==> src/rtl/dds_seq_pkg.sv <==
// Shared definitions for the PWM channel sequencer: FSM state encoding and
// the default busy-acknowledge timeout.
package dds_seq_pkg;

  localparam int BUSY_TIMEOUT_DEF = 8;

  typedef enum logic [2:0] {
    S_IDLE      = 3'd0,
    S_SELECT    = 3'd1,
    S_LAUNCH    = 3'd2,
    S_WAIT_BUSY = 3'd3,
    S_WAIT_DONE = 3'd4,
    S_GAP       = 3'd5
  } seq_state_e;

endpackage

==> src/rtl/seq_ch_pick.sv <==
// Next-channel priority search: lowest set mask bit at or above the pointer.
module seq_ch_pick #(
  parameter int N = 3
) (
  input  logic [N-1:0] i_mask,
  input  logic [7:0]   i_ptr,
  output logic [7:0]   o_idx,
  output logic         o_found
);

  // Scan from the top down so the lowest qualifying index is written last.
  always_comb begin
    // NOTE: every output of a combinational block gets a default first, so no
    // path leaves it unassigned and no latch is inferred.
    o_idx   = '0;
    o_found = 1'b0;
    for (int i = N - 1; i >= 0; i--) begin
      if (i_mask[i] && (8'(i) >= i_ptr)) begin
        o_idx   = 8'(i);
        o_found = 1'b1;
      end
    end
  end

endmodule

==> src/rtl/pwm_ch_sequencer.sv <==
// Launches enabled PWM channels one at a time in index order, waits for each
// burst to finish, inserts a programmable idle gap, and repeats for a number
// of passes (or forever when the loop count is zero).
module pwm_ch_sequencer
  import dds_seq_pkg::*;
#(
  parameter int _NUM_CHANNELS = 3,
  parameter int _GAP_WIDTH    = 16,
  parameter int BUSY_TIMEOUT  = BUSY_TIMEOUT_DEF
) (
  input  logic                     clk_50M,
  input  logic                     rst_n,
  input  logic                     cfg_wr,
  input  logic [_NUM_CHANNELS-1:0] cfg_mask,
  input  logic [_GAP_WIDTH-1:0]    cfg_gap,
  input  logic [7:0]               cfg_loops,
  input  logic                     start,
  input  logic                     stop,
  input  logic [_NUM_CHANNELS-1:0] pwm_busy,
  input  logic [_NUM_CHANNELS-1:0] pwm_valid,
  output logic [_NUM_CHANNELS-1:0] pwm_en,
  output logic [7:0]               cur_ch,
  output logic                     seq_busy,
  output logic                     seq_done,
  output logic                     seq_abort,
  output logic                     err_timeout
);

  localparam int TMO_W = $clog2(BUSY_TIMEOUT + 1);

  seq_state_e r_state, w_state_nxt;

  logic [_NUM_CHANNELS-1:0] r_sh_mask, r_act_mask;
  logic [_GAP_WIDTH-1:0]    r_sh_gap, r_act_gap;
  logic [7:0]               r_sh_loops, r_act_loops;
  logic [7:0]               r_ptr, r_sel_ch, r_cur_ch, r_pass;
  logic [TMO_W-1:0]         r_tmo_cnt;
  logic [_GAP_WIDTH-1:0]    r_gap_cnt;
  logic [_NUM_CHANNELS-1:0] r_pwm_en;
  logic                     r_done, r_abort, r_tmo;

  logic [7:0]               w_ptr_nxt, w_sel_nxt, w_cur_nxt, w_pass_nxt, w_pass_inc;
  logic [TMO_W-1:0]         w_tmo_nxt;
  logic [_GAP_WIDTH-1:0]    w_gap_nxt;
  logic [_NUM_CHANNELS-1:0] w_en_nxt, w_sel_onehot;
  logic                     w_done_nxt, w_abort_nxt, w_tmo_pulse, w_ch_end, w_load_act;
  logic [7:0]               w_pick_idx;
  logic                     w_pick_found, w_busy_hit, w_valid_hit, w_tmo_last, w_gap_last;

  seq_ch_pick #(.N(_NUM_CHANNELS)) u_pick (
    .i_mask  (r_act_mask),
    .i_ptr   (r_ptr),
    .o_idx   (w_pick_idx),
    .o_found (w_pick_found)
  );

  // Only the launched channel's handshakes count: r_pwm_en is its one-hot.
  assign w_busy_hit   = |(pwm_busy & r_pwm_en);
  assign w_valid_hit  = |(pwm_valid & r_pwm_en);
  assign w_sel_onehot = _NUM_CHANNELS'(1) << r_sel_ch;
  assign w_pass_inc   = r_pass + 8'd1;
  assign w_tmo_last   = (r_tmo_cnt == TMO_W'(BUSY_TIMEOUT - 1));
  assign w_gap_last   = (r_gap_cnt == r_act_gap - _GAP_WIDTH'(1));

  // State register.
  always_ff @(posedge clk_50M or negedge rst_n) begin
    // NOTE: clocked state uses non-blocking assignments so every register
    // samples the pre-edge values of the others, independent of block order.
    if (!rst_n) r_state <= S_IDLE;
    else        r_state <= w_state_nxt;
  end

  // Next-state and next-datapath decode; stop overrides everything else.
  always_comb begin
    w_state_nxt = r_state;
    w_load_act  = 1'b0;
    w_ptr_nxt   = r_ptr;
    w_sel_nxt   = r_sel_ch;
    w_cur_nxt   = r_cur_ch;
    w_pass_nxt  = r_pass;
    w_tmo_nxt   = r_tmo_cnt;
    w_gap_nxt   = r_gap_cnt;
    w_en_nxt    = r_pwm_en;
    w_done_nxt  = 1'b0;
    w_abort_nxt = 1'b0;
    w_tmo_pulse = 1'b0;
    w_ch_end    = 1'b0;
    case (r_state)
      S_IDLE: begin
        if (start && !stop) begin
          w_load_act = 1'b1;
          w_ptr_nxt  = '0;
          w_pass_nxt = '0;
          // An empty mask completes immediately instead of spinning in SELECT.
          if (r_sh_mask == '0) w_done_nxt  = 1'b1;
          else                 w_state_nxt = S_SELECT;
        end
      end
      S_SELECT: begin
        if (w_pick_found) begin
          w_sel_nxt   = w_pick_idx;
          w_state_nxt = S_LAUNCH;
        end else begin
          // Pass end: wrap and re-search from index 0 on the next cycle.
          w_ptr_nxt  = '0;
          w_pass_nxt = w_pass_inc;
          if (r_act_loops != 8'd0 && w_pass_inc == r_act_loops) begin
            w_done_nxt  = 1'b1;
            w_state_nxt = S_IDLE;
          end
        end
      end
      S_LAUNCH: begin
        w_en_nxt    = w_sel_onehot;
        w_cur_nxt   = r_sel_ch;
        w_tmo_nxt   = '0;
        w_state_nxt = S_WAIT_BUSY;
      end
      S_WAIT_BUSY: begin
        if (w_busy_hit) begin
          w_state_nxt = S_WAIT_DONE;
        end else if (w_tmo_last) begin
          w_tmo_pulse = 1'b1;
          w_ch_end    = 1'b1;
        end else begin
          w_tmo_nxt = r_tmo_cnt + TMO_W'(1);
        end
      end
      S_WAIT_DONE: begin
        if (w_valid_hit) w_ch_end = 1'b1;
      end
      S_GAP: begin
        if (w_gap_last) w_state_nxt = S_SELECT;
        else            w_gap_nxt   = r_gap_cnt + _GAP_WIDTH'(1);
      end
      default: w_state_nxt = S_IDLE;
    endcase
    if (w_ch_end) begin
      w_en_nxt    = '0;
      w_ptr_nxt   = r_cur_ch + 8'd1;
      w_gap_nxt   = '0;
      w_state_nxt = (r_act_gap != '0) ? S_GAP : S_SELECT;
    end
    if (stop && r_state != S_IDLE) begin
      w_state_nxt = S_IDLE;
      w_en_nxt    = '0;
      w_abort_nxt = 1'b1;
      w_done_nxt  = 1'b0;
      w_tmo_pulse = 1'b0;
    end
  end

  // Config shadow/active registers, counters and registered outputs.
  always_ff @(posedge clk_50M or negedge rst_n) begin
    if (!rst_n) begin
      r_sh_mask   <= '0;
      r_sh_gap    <= '0;
      r_sh_loops  <= 8'd1;
      r_act_mask  <= '0;
      r_act_gap   <= '0;
      r_act_loops <= 8'd1;
      r_ptr       <= '0;
      r_sel_ch    <= '0;
      r_cur_ch    <= '0;
      r_pass      <= '0;
      r_tmo_cnt   <= '0;
      r_gap_cnt   <= '0;
      r_pwm_en    <= '0;
      r_done      <= 1'b0;
      r_abort     <= 1'b0;
      r_tmo       <= 1'b0;
    end else begin
      if (cfg_wr) begin
        r_sh_mask  <= cfg_mask;
        r_sh_gap   <= cfg_gap;
        r_sh_loops <= cfg_loops;
      end
      if (w_load_act) begin
        r_act_mask  <= r_sh_mask;
        r_act_gap   <= r_sh_gap;
        r_act_loops <= r_sh_loops;
      end
      r_ptr     <= w_ptr_nxt;
      r_sel_ch  <= w_sel_nxt;
      r_cur_ch  <= w_cur_nxt;
      r_pass    <= w_pass_nxt;
      r_tmo_cnt <= w_tmo_nxt;
      r_gap_cnt <= w_gap_nxt;
      r_pwm_en  <= w_en_nxt;
      r_done    <= w_done_nxt;
      r_abort   <= w_abort_nxt;
      r_tmo     <= w_tmo_pulse;
    end
  end

  assign pwm_en      = r_pwm_en;
  assign cur_ch      = r_cur_ch;
  assign seq_busy    = (r_state != S_IDLE);
  assign seq_done    = r_done;
  assign seq_abort   = r_abort;
  assign err_timeout = r_tmo;

endmodule
==> config.mk <==
export PLATFORM = sky130hd
export DESIGN_NAME = pwm_ch_sequencer
export DESIGN_NICKNAME = d
export VERILOG_FILES = /design/src/rtl/dds_seq_pkg.sv /design/src/rtl/seq_ch_pick.sv /design/src/rtl/pwm_ch_sequencer.sv
export SDC_FILE = /design/constraint.sdc
export NUM_CORES = 1
export LEC_CHECK = 0
export CORE_MARGIN = 2
export CORE_UTILIZATION = 40
export DETAILED_ROUTE_END_ITERATION = 8
export PLACE_DENSITY = 0.59
export SYNTH_ARGS = -nofsm -noshare
export SYNTH_HDL_FRONTEND = slang
export SYNTH_SLANG_ARGS = --single-unit
==> constraint.sdc <==
create_clock -name clk_50M -period 2.93 [get_ports clk_50M]
set_input_delay 0.586 -clock clk_50M [delete_from_list [all_inputs] [get_ports clk_50M]]
set_output_delay 0.586 -clock clk_50M [all_outputs]
set_load 0.01 [all_outputs]
==> results_dict.tcl, run 1 <==
set metrics [dict create \
    synthMuxAreaShare 0.140 \
    via_count 3837 \
    cts_max_level 3 \
    hold_slack_ns 0.251 \
    total_power_mw 5.23 \
    final_nets 582 \
    leakage_nw 2.65 \
    grt-ovfl-total 0 \
    critPathMaxStageDelay_ns 0.59 \
    cts_sinks 98 \
    required_ns 3.21 \
    met3_usage 0.0281 \
    rows 41 \
    placedCellCount 693 \
    io_buffers 46 \
    io_pins 53 \
    clkSlewWorstSetupHoldPaths_ns 0.07 \
    post-route-period-util 1.00 \
    power_density_nw_per_um2 819 \
    synth-simple-area-share 0.177 \
    grt_pass1_vias 3908 \
    skew_ns 0.00969 \
    ir_worst_vdd_uv 377 \
    cts_buffers 9 \
    ys_ff_latch 98 \
    grt_max_degree 46 \
    worstPathArrival_ns 3.22 \
    die_w_um 118 \
    grt_util_met2 0.278 \
    relSlewSlack 0.596 \
    syn_area_per_cell_sq_um 10.8 \
    fin_area_sq_um 6380 \
    drt_iter0_drc 159 \
    path_cells "or4_4 > nand4bb_4 > buf_6 > nand2_2 > a211oi_2 > o32a_2 > nor4b_4 > buf_6 > clkbuf_16 > or4_1 > a21oi_1" \
    synth_fa_ha_area_frac 0.0121 \
    synth_seq_area_share 0.476 \
    cts_tree "yes" \
    cts_root_buf "clkbuf_16" \
    holdCritPathClass "in2async" \
    violations "negative setup slack" \
    layout-drive-gt1-share 0.250 \
    initial_core_util 0.409 \
    gp_routability_congestion 0.818 \
    netlist_area_sq_um 5160 \
    final_common_cell "dfrtp_1" \
    die_y_um 118 \
    rsz0062_at_grt "yes" \
    insertion_delay_ns 0.35 \
    layout_common_cells "96 x dfrtp_1, 58 x mux2_2, 45 x clkdlybuf4s50_1, 32 x nand2_1, 25 x buf_4" \
    yosysUniqueCellTypes 62 \
    crit_buf_inv 3 \
    dr.pass1.iters 4 \
    synth_compound_area_frac 0.0989 \
    async_reset_ff_frac 1.00 \
    die_area_sq_um 13800 \
    finalWirelength_mm 11.2 \
    grt_util_met1 0.221 \
    fp.coreArea_sq_um 12600 \
    syn_to_final_growth_pct 23.7 \
    synthCells 477 \
    hold_viol_final 0 \
    finalMaxSlewViolations 0 \
    drc_errors 0 \
    yosysWarnings 0 \
    cap_violations 0 \
    crit_path_start_kind "flip-flop" \
    grt_use_total 0.168 \
    cts.path.max_buffers 2 \
    hpwl_mm 7.84 \
    critPathKind "reg2reg" \
    wl_per_cell_um 15.6 \
    tightest_slew_ns 0.591 \
    setup_slack_ns -0.0110 \
    hold_buffers 0 \
    insertedDiodeCount 0 \
    viasPerCell 5.36 \
    slowest_stage "or4_4" \
    dpl_cell_area_sq_um 5890 \
    grt_busiest_layer "met2" \
    pre_cts_slack_ns -0.156 \
    finalNonFillerCells 716 \
    min_period_ns 2.94 \
    synth_xor_area_frac 0.0594 \
    cp_max_fo 7 \
    grt_first_pass_wirelength_mm 19.1 \
    synth_top_family_by_area "simple AND/OR/NAND/NOR gates" \
    status "complete, but fails checks" \
    cp_top_family "simple AND/OR/NAND/NOR gates" \
    setup-violations-final 1 \
    synth_edf_count 0 \
    fmax_mhz 340 \
    crit_top_cell "buf_6" \
    antenna_left 0 \
    synthFlopType "dfrtp_1" \
    grt_antenna_before_repair 0 \
    crit_path_end_kind "flip-flop" \
]
[per-stage QoR]
step	TNS, ns	util
after floorplan	0	-
after global placement	-0.0281	0.467
after detailed placement	-0.448	0.467
after CTS	-0.0538	0.498
after global routing	-0.612	0.506
final	-0.0110	0.506
[logic make-up after synthesis]
| kind of cell | count (synthesis) |
|---|---|
| flops | 98 |
| buf+inv | 37 |
| compound gates | 80 |
| simple gates | 156 |
| xor+xnor | 35 |
| mux | 65 |
| other cells | 1 |
| fa+ha+maj | 5 |
[final timing paths]
path                       depth (start not counted)  slack [ns]            end         start
setup / recovery                                  11       -0.01  r_gap_cnt[15]  r_act_gap[5]
hold / removal                                     1        0.25    r_sh_gap[6]         rst_n
setup reg to reg                                  11       -0.01  r_gap_cnt[15]  r_act_gap[5]
hold reg to reg                                    1        0.50    r_sh_gap[0]   r_sh_gap[0]
max in group asynchronous                          2        1.96  r_sh_loops[0]         rst_n
min in group clk_50M                               1        0.50    r_sh_gap[0]   r_sh_gap[0]
[power by group]
part | internal (mW) | switching, mW
Combinational | 1.00 | 0.851
Sequential | 1.73 | 0.466
Clock | 0.668 | 0.517
Total | 3.40 | 1.83
[metal layers]
| layer | wire length, um | up-vias |
|---|---|---|
| met2 | 5440 | 64 |
| met3 | 315 | 7 |
| met5 | 0 | - |
| li1 | - | 1843 |
| met1 | 5320 | 1923 |
| met4 | 111 | 0 |
[repair_timing]
item,4_1_cts,5_1_grt
cloned,2,1
pin swaps,4,18
setup endpoints to repair,7,17
gates resized for setup,6,22
setup buffers,3,2
[flip-flops by register name, indices dropped and copies added, names as in the netlist, 2 cells and up]
signal       flops
cur_ch           2
pwm_en           3
r_act_gap       16
r_act_loops      8
r_act_mask       3
r_gap_cnt       16
r_pass           8
r_ptr            3
r_sel_ch         2
r_sh_gap        16
r_sh_loops       8
r_sh_mask        3
r_state          3
r_tmo_cnt        4
[layout make-up]
cell class	instances	area (sq um)
clock inverter	5	60.1
multi-input combinational	347	2640
inverter	7	26.3
tap	172	215
sequential	98	2450
fill	1177	6240
clock buffer	11	233
timing repair buffer	76	751
[Yosys cell counts, drive strengths merged, types with 2 or more instances]
cell,number,area (sq um)
nor3b,2,15.0
nor2b,5,31.3
o31ai,8,60.1
ha,5,62.6
inv,7,26.3
nor4b,3,56.3
and3,6,37.5
nand4,10,62.6
nand2,33,124
and4,3,26.3
nor3,10,50.1
o211ai,4,30.0
nor4,7,43.8
nand3,14,70.1
or3,13,81.3
nor2,20,75.1
or4,3,22.5
dfrtp,96,2400
xnor2,22,193
a21oi,22,118
nand3b,8,60.1
buf,12,95.1
a211oi,2,20.0
dfstp,2,52.6
clkbuf,18,67.6
and2,5,31.3
o21ai,28,148
nand2b,6,37.5
mux2,58,653
or2,2,12.5
xor2,13,114
mux2i,7,70.1
a22oi,3,22.5
Power figures use the tool's default switching activity.
==> run 2, diff against run 1 <==
Settings changed: CORE_ASPECT_RATIO set to 1.2.
==> results_dict.tcl, run 2 (synthesis gave the netlist of run 1 again) <==
set metrics [dict create \
    cp_top_family "simple AND/OR/NAND/NOR gates" \
    critPathMaxStageDelay_ns 0.59 \
    clkSlewWorstSetupHoldPaths_ns 0.08 \
    hold_slack_ns 0.221 \
    cts_sinks 98 \
    finalMaxSlewViolations 0 \
    reg_top3 "r_act_gap (16), r_gap_cnt (16), r_sh_gap (16)" \
    die_area_sq_um 13800 \
    cts_buffers 9 \
    hold_viol_final 0 \
    cts.path.max_buffers 2 \
    min_period_ns 2.89 \
    grt_antenna_before_repair 0 \
    rr_startpoint "r_act_gap[3]" \
    insertedDiodeCount 0 \
    cts_max_level 3 \
    gp_routability_congestion 0.790 \
    power_density_nw_per_um2 825 \
    ir_worst_vdd_uv 387 \
    critPathKind "reg2reg" \
    fp.coreArea_sq_um 12600 \
    wl_per_cell_um 15.0 \
    status "finished clean" \
    via_count 3759 \
    hpwl_mm 7.81 \
    slowest_stage "or4_4" \
    holdCritPathClass "in2async" \
    leakage_nw 2.59 \
    cts_tree "yes" \
    drc_errors 0 \
    viasPerCell 5.33 \
    insertion_delay_ns 0.35 \
    reg2regPathDepth 10 \
    initial_core_util 0.409 \
    grt_pass1_vias 3754 \
    skew_ns 0.0128 \
    finalWirelength_mm 10.6 \
    crit_buf_inv 2 \
    drt_iter0_drc 142 \
    hold_buffers 0 \
    io_pins 53 \
    worstPathArrival_ns 3.14 \
    grt-ovfl-total 0 \
    layout-drive-gt1-share 0.224 \
    rsz0062_at_grt "yes" \
    final_nets 579 \
    fin_util 0.493 \
    syn_to_final_growth_pct 20.4 \
    setup_slack_ns 0.0357 \
    crit_top_cell "nor4b_4" \
    reg2reg_setup_slack_ns 0.04 \
    antenna_left 0 \
    crit_path_start_kind "flip-flop" \
    required_ns 3.18 \
    layout_common_cells "96 x dfrtp_1, 58 x mux2_2, 45 x clkdlybuf4s50_1, 33 x nand2_1, 27 x buf_4" \
    dr.pass1.iters 4 \
    crit_path_end_kind "flip-flop" \
    grt_first_pass_wirelength_mm 18.0 \
    rows 45 \
    finalNonFillerCells 705 \
    path_cells "or4_4 > nor4b_4 > mux2_2 > a31oi_1 > o32a_2 > nor4b_4 > buf_12 > buf_4 > o211ai_1 > o31ai_1" \
    relSlewSlack 0.643 \
    die_y_um 128 \
    setup-violations-final 0 \
    critPathLaunch "r_act_gap[3]" \
    cp_max_fo 23 \
    cap_violations 0 \
    total_power_mw 5.13 \
    grt_max_degree 45 \
    cts_root_buf "clkbuf_16" \
    placedCellCount 688 \
    tightest_slew_ns 0.522 \
    post-route-period-util 0.988 \
    io_buffers 46 \
    rr_endpoint "r_gap_cnt[2]" \
    pre_cts_slack_ns -0.0714 \
    grt_use_total 0.164 \
    final_common_cell "dfrtp_1" \
    fmax_mhz 346 \
    die_w_um 108 \
]
==> run 2: where the power goes <==
group	switching [mW]	internal, mW
registers	0.435	1.73
logic	0.844	0.984
clock network	0.547	0.591
total	1.83	3.30
==> run 2: what timing repair did <==
action,in CTS,in global routing
setup buffers,0,1
gates resized for setup,1,4
pin swaps,0,2
cloned,0,0
endpoints found under the setup margin,7,7
==> run 2: cell type report <==
| class | instances | area, sq um |
|---|---|---|
| clock buffers | 9 | 225 |
| clock inverters | 7 | 61.3 |
| inverters | 7 | 26.3 |
| well taps | 164 | 205 |
| flip-flops and latches | 98 | 2450 |
| multi-input cells | 347 | 2570 |
| repair buffers | 73 | 673 |
| fillers | 1160 | 6400 |
==> run 2: how the worst max path moves through the flow <==
stage	end	slack, ns	depth (start not counted)
2_1_floorplan	r_gap_cnt[3]	0.002	11
3_3_place_gp	r_gap_cnt[1]	0.008	9
3_5_place_dp	r_gap_cnt[0]	-0.07	9
4_1_cts	r_gap_cnt[0]	0.0009	9
5_1_grt	r_gap_cnt[2]	-0.11	10
6_report	r_gap_cnt[2]	0.04	10
==> run 2: routing by layer <==
layer / vias to the layer above / share of wire / track usage
li1: 1835 / - / -
met1: 1845 / 0.46 / 0.216
met2: 66 / 0.49 / 0.273
met3: 13 / 0.027 / 0.0233
met4: 0 / 0.017 / 0.0633
met5: - / 0 / 0
==> run 2: through the flow <==
stage	setup TNS, ns	instance area [sq um]
floorplan	0	5180
global placement	0	5890
detailed placement	-0.315	5890
CTS	0	6180
global route	-0.484	6210
finish	0	6210
